File: src/rtl/if_id_latch.sv
// IF/ID pipeline register: captures the fetched instruction and PC+4,
// supports stall (hold) and flush (bubble), tracks a valid bit and keeps
// three wrapping debug counters (fetches latched, stall cycles, flushes).
module if_id_latch #(
  parameter int unsigned       DATA_W   = 32,
  parameter int unsigned       CNT_W    = 32,
  parameter logic [DATA_W-1:0] NOP_WORD = '0
) (
  input  logic              i_clk,
  input  logic              i_reset,
  input  logic              i_clk_en,
  input  logic              i_stall,
  input  logic              i_flush,
  input  logic [DATA_W-1:0] i_pc_plus_4,
  input  logic [DATA_W-1:0] i_instruction,
  input  logic              i_cnt_clear,
  output logic [DATA_W-1:0] o_pc_plus_4,
  output logic [DATA_W-1:0] o_instruction,
  output logic              o_valid,
  output logic [CNT_W-1:0]  o_fetch_cnt,
  output logic [CNT_W-1:0]  o_stall_cnt,
  output logic [CNT_W-1:0]  o_flush_cnt
);

  // Counters wrap modulo 2^CNT_W; no saturation.
  function automatic logic [CNT_W-1:0] cnt_inc(input logic [CNT_W-1:0] c);
    return c + CNT_W'(1);
  endfunction

  logic [DATA_W-1:0] instr_p1;
  logic [DATA_W-1:0] pc_plus_4_p1;
  logic              vld_p1;
  logic [CNT_W-1:0]  fetch_cnt_p1;
  logic [CNT_W-1:0]  stall_cnt_p1;
  logic [CNT_W-1:0]  flush_cnt_p1;

  // Flush beats stall, so a simultaneous stall never counts and never holds.
  logic do_flush;
  logic do_stall;
  logic do_load;

  assign do_flush = i_flush;
  assign do_stall = i_stall && !i_flush;
  assign do_load  = !i_stall && !i_flush;

  // ---- IF -> ID boundary: instruction, PC+4 and valid bit ----
  // Datapath register: reset > clock-enable freeze > flush > stall > load.
  always_ff @(posedge i_clk) begin
    if (i_reset) begin
      instr_p1     <= NOP_WORD;
      pc_plus_4_p1 <= '0;
      vld_p1       <= 1'b0;
    end else if (i_clk_en) begin
      if (do_flush) begin
        instr_p1     <= NOP_WORD;
        pc_plus_4_p1 <= '0;
        vld_p1       <= 1'b0;
      end else if (do_load) begin
        instr_p1     <= i_instruction;
        pc_plus_4_p1 <= i_pc_plus_4;
        vld_p1       <= 1'b1;
      end
    end
  end

  // Debug counters: a clear wins over any increment, but only when enabled.
  always_ff @(posedge i_clk) begin
    if (i_reset) begin
      fetch_cnt_p1 <= '0;
      stall_cnt_p1 <= '0;
      flush_cnt_p1 <= '0;
    end else if (i_clk_en) begin
      if (i_cnt_clear) begin
        fetch_cnt_p1 <= '0;
        stall_cnt_p1 <= '0;
        flush_cnt_p1 <= '0;
      end else begin
        if (do_load)  fetch_cnt_p1 <= cnt_inc(fetch_cnt_p1);
        if (do_stall) stall_cnt_p1 <= cnt_inc(stall_cnt_p1);
        if (do_flush) flush_cnt_p1 <= cnt_inc(flush_cnt_p1);
      end
    end
  end

  // Outputs come straight from registers; o_instruction also feeds the
  // fetch stage's jump-target logic, so it must stay glitch-free.
  assign o_instruction = instr_p1;
  assign o_pc_plus_4   = pc_plus_4_p1;
  assign o_valid       = vld_p1;
  assign o_fetch_cnt   = fetch_cnt_p1;
  assign o_stall_cnt   = stall_cnt_p1;
  assign o_flush_cnt   = flush_cnt_p1;

endmodule
File: config.mk
export PLATFORM = sky130hd
export DESIGN_NAME = if_id_latch
export DESIGN_NICKNAME = d
export VERILOG_FILES = /design/src/rtl/if_id_latch.sv
export SDC_FILE = /design/constraint.sdc
export NUM_CORES = 1
export LEC_CHECK = 0
export CAP_MARGIN = 20
export CORE_MARGIN = 2
export CORE_UTILIZATION = 51
export CTS_BUF_LIST = sky130_fd_sc_hd__clkbuf_8
export DETAILED_ROUTE_END_ITERATION = 8
export PLACE_DENSITY_LB_ADDON = 0.05
export RECOVER_POWER = 100
export REMOVE_ABC_BUFFERS = 1
export SLEW_MARGIN = 15
export SYNTH_ARGS = -nofsm -noshare
export SYNTH_HDL_FRONTEND = slang
export SYNTH_SLANG_ARGS = --single-unit
File: constraint.sdc
create_clock -name i_clk -period 4.13 [get_ports i_clk]
set_input_delay 0.6195 -clock i_clk [delete_from_list [all_inputs] [get_ports i_clk]]
set_output_delay 0.6195 -clock i_clk [all_outputs]
set_load 0.1 [all_outputs]
# Word level (Yosys, flattened, before mapping)
# Index checks and enable logic that the tools add are counted.
# W data, S select, Z words.
# totals
regBits,161
# classes
n_addsub,3
mux,12
n_reduce_logical,12
# ops
operator,count
$mux W32,10
$add A32 B1 Y32 const B,3
$reduce_and A2 Y1,4
$reduce_bool A2 Y1,4
$logic_and A1 B1 Y1,2
$logic_not A1 Y1,2
$mux W1,2

# Logic depth before layout (Yosys ltp)
# logic_depth
word_depth,4
depth_mapped,7
ltp_nobuf,5

# Worst setup path before layout
# No wires, ideal clock.
# synth_path
kind,register to register
start,"register fetch_cnt_p1[2], in the netlist o_fetch_cnt[2]"
end,"register fetch_cnt_p1[25], in the netlist o_fetch_cnt[25]"
path_slack_ns,1.469
t_arrival_ns,2.591
path_stages_with_launch,6
setup_time_ns,0.070
path_buffers,1
cell_sequence,dfxtp_1 nand4_1 or4_1 buf_2 or4_1 a21oi_1
# synth_via
elab_chain_cells,3
# synth_lines
element,line,text
from (decl),33,logic [CNT_W-1:0] fetch_cnt_p1;
from (signal assigned),78,if (do_load) fetch_cnt_p1 <= cnt_inc(fetch_cnt_p1);
$add A32 B1 Y32,27,return c + CNT_W'(1);
$mux W32,78,
$mux W32,73,if (i_cnt_clear) begin
# No other way between the ends. The select of a mux whose other input is x is not followed.
# A chain may end at the register's enable or synchronous reset.

# Worst setup path after layout
# layout_path
start,input i_cnt_clear
end,"register flush_cnt_p1[5], in the netlist o_flush_cnt[5]"
# layout_via
elab_chain_cells,2
# layout_lines
element,line,text
from (decl),16,"input logic i_cnt_clear,"
$reduce_bool A2 Y1 (no source line),n/a,
$reduce_and A2 Y1 (no source line),n/a,
to (signal assigned),80,if (do_flush) flush_cnt_p1 <= cnt_inc(flush_cnt_p1);
to (decl),35,logic [CNT_W-1:0] flush_cnt_p1;
# Parallel ways exist; a longest one is shown, timed or not.

==> flow_summary.toml <==
[power_and_ir_drop]
switching_share = 0.261
irDropWorstVdd_v = 0.000236
powerDensity_nw_per_um2 = 317
seqPwrFrac = 0.517
leakage_nw = 3.70
clkPwrFrac = 0.370
combPwrFrac = 0.114
p_sw_mw = 0.799
intPower_mw = 2.26

[global_route]
grt_pass1_vias = 6854
globalRouteMet1Util = 0.340
grt_pass1_wl_mm = 33.8
gr-max-usage-layer = "met2"
grt-ovfl-total = 0
grtUsageTotal = 0.288
antenna_found_initial = 2
grt_use_met2 = 0.483
use_met3 = 0.0920
grt_max_degree = 70

[sta]
relSlewSlack = 0.268
period_needed_ns = 3.20
clock-skew-final_ns = 0.00680
rsz0062_at_grt = "false"
timing.hold.ws_ns = 0.401
fmax_ghz = 0.312
worstMarginPinSlew_ns = 1.09
hold_viol_final = 0
setup_viol_count_final = 0
final-max-slew-violation-count = 0
timing.final.crit_share = 0.776

[job]
maxCapViolations = 0

[clock_tree]
cts_resized = 0
clock_latency_ns = 0.45
hold_buffers = 0
clk_pin_slew_worst_paths_ns = 0.08
numCtsBuffers = 17
tritoncts = "yes"
cts_buffer_depth = 2
cts.sinks = 161
root_buffer = "clkbuf_8"
post_cts_buffers = 0
htreeDepth = 4

[place]
io_buffers = 230
place.gp.congestion = 0.896
dp_hpwl_mm = 14.8
place_area_um2 = 9300

[routing]
first_pass_iters = 6
vias_per_cell = 6.00
drtIter0Drc = 678
num_vias = 7095
drc = 0
final_antenna_net_count = 0
finalWirelength_mm = 21.0
wire_per_inst_um = 17.7

[setup_path]
path_cells = "dlygate4sd3_1, clkbuf_1, a21o_1, clkbuf_2, nor2_1"
crit_type = "primary input to flop"
crit_arrival_ns = 3.52
path_buf_inv = 3
crit_path_end_kind = "flop"
startpoint_type = "primary input"
required_ns = 4.45
cp_top_family = "buffers and inverters"
cpPeakStageDelay_ns = 0.93
crit_slowest_cell = "a21o_1"
crit_fanout = 32

[logic_synthesis]
synth_edf_count = 0
synth.distinct_cells = 51
syn_inst = 788
netlist_area_um2 = 6900
async_flop_share = 0
ys_warn_count = 0
yosysSeqAreaShare = 0.467
synth_flop_cell = "dfxtp_1"
synth-seq-cells = 161
syn_avg_cell_area_um2 = 8.75

[floorplanning]
num_rows = 42
die_width_um = 120
core_um2 = 13200
die_area_um2 = 14500
start_util = 0.521
die_height_um = 120
io_pins = 231

[cells_and_area]
finalInstanceArea_um2 = 9660
nets = 1068
synthToLayoutAreaGrowth_pct = 40.1
drive_above_1_share = 0.0447

[min_path]
holdCritPathClass = "primary input to flop"

[outcome]
status = "finished clean"
-- worst register-to-register path, stage by stage, from the launching register on --
cell and delay, ns:
dfxtp_1 0.43, and4_1 0.35, nand4_1 0.70, or4_1 0.74, a21oi_1 0.18
-- cell families after synthesis --
family / Yosys count / share of synthesized area
adders and majority gates: 3 / 0.00544
xor gates and xnor gates: 22 / 0.0279
DFF: 161 / 0.467
buffers and inverters: 62 / 0.0356
and+or+nand+nor: 321 / 0.251
muxes: 7 / 0.0102
AOI/OAI and AO/OA: 212 / 0.203
-- cell usage in the layout (no fill, tap or decap), drive strengths merged, types with 3 or more instances in the layout --
| cell type | count |
|---|---|
| dlygate4sd3 | 164 |
| dfxtp | 161 |
| nor2 | 94 |
| clkdlybuf4s50 | 65 |
| a22oi | 64 |
| a21oi | 63 |
| nand2 | 50 |
| or4 | 42 |
| o31ai | 37 |
| nand3 | 26 |
| clkbuf | 26 |
| nand4 | 25 |
| o21ai | 24 |
| or3 | 21 |
| and4 | 15 |
| inv | 14 |
| xor2 | 13 |
| nor4 | 11 |
| and3 | 10 |
| xnor2 | 9 |
| nor3 | 9 |
| mux2i | 7 |
| nand2b | 6 |
| buf | 6 |
| o2111ai | 5 |
| o21a | 4 |
| and2 | 4 |
| nand4b | 3 |
| ha | 3 |
-- power by group through the flow --
stage | Clock (mW) | Combinational (mW) | Sequential (mW)
final | 1.13 | 0.348 | 1.58
after global routing | 1.21 | 0.366 | 1.58
after CTS | 1.14 | 0.358 | 1.58
after detailed placement | 0 | 0.357 | 1.62
after global placement | 0 | 0.350 | 1.62
after floorplan | 0 | 0.0672 | 1.75
-- Yosys cell counts, types with 20 or more instances --
cell      instances  area share
dfxtp_1         161        0.47
nor2_1           94       0.051
a22oi_1          64       0.070
a21oi_1          63       0.046
nand2_1          50       0.027
clkbuf_1         43       0.023
or4_1            39       0.042
o31ai_1          37       0.040
nand3_1          26       0.019
nand4_1          23       0.021
o21ai_0          23       0.017
or3_1            20       0.018
-- per-layer routing --
metal,vias up,share of wire,wire [um]
met2,241,0.49,10400
met4,0,0.031,640
li1,3379,-,-
met1,3427,0.40,8410
met5,-,0,0
met3,48,0.073,1540
-- worst paths after layout --
path                                 from                      endpoint  slack (ns)  cells past startpoint
max                           i_cnt_clear   o_flush_cnt[5]$_SDFFE_PP0P_        0.93                      5
min                               i_reset   o_fetch_cnt[1]$_SDFFE_PP0P_        0.40                      2
max reg2reg   o_stall_cnt[4]$_SDFFE_PP0P_  o_stall_cnt[30]$_SDFFE_PP0P_        1.64                      4
min reg2reg  o_stall_cnt[31]$_SDFFE_PP0P_  o_stall_cnt[31]$_SDFFE_PP0P_        0.47                      2
-- state kept, by name, summed over array words and instances (netlist names) --
name and count:
o_stall_cnt 32, o_valid 1, o_fetch_cnt 32, o_pc_plus_4 32, o_flush_cnt 32, o_instruction 32
-- through the flow --
stage	power, mW	setup slack, ns	setup TNS [ns]	instances	utilization
2_1_floorplan	1.82	-0.546	-35.66	736	-
3_3_place_gp	1.97	1.12	0	1152	0.702
3_5_place_dp	1.98	1.03	0	1152	0.702
4_1_cts	3.08	1.33	0	1182	0.731
5_1_grt	3.16	0.709	0	1183	0.729
6_report	3.06	0.927	0	1183	0.729
-- layout make-up --
class                           count  area [um2]
Inverter                           10        37.5
Multi-Input combinational cell    565        3440
Tap cell                          176         220
Clock inverter                      9        92.6
Fill cell                        1050        3580
Timing Repair Buffer              240        2350
Antenna cell                        1        2.50
Sequential cell                   161        3220
Clock buffer                       21         289
(Power assumes the default switching activity.)
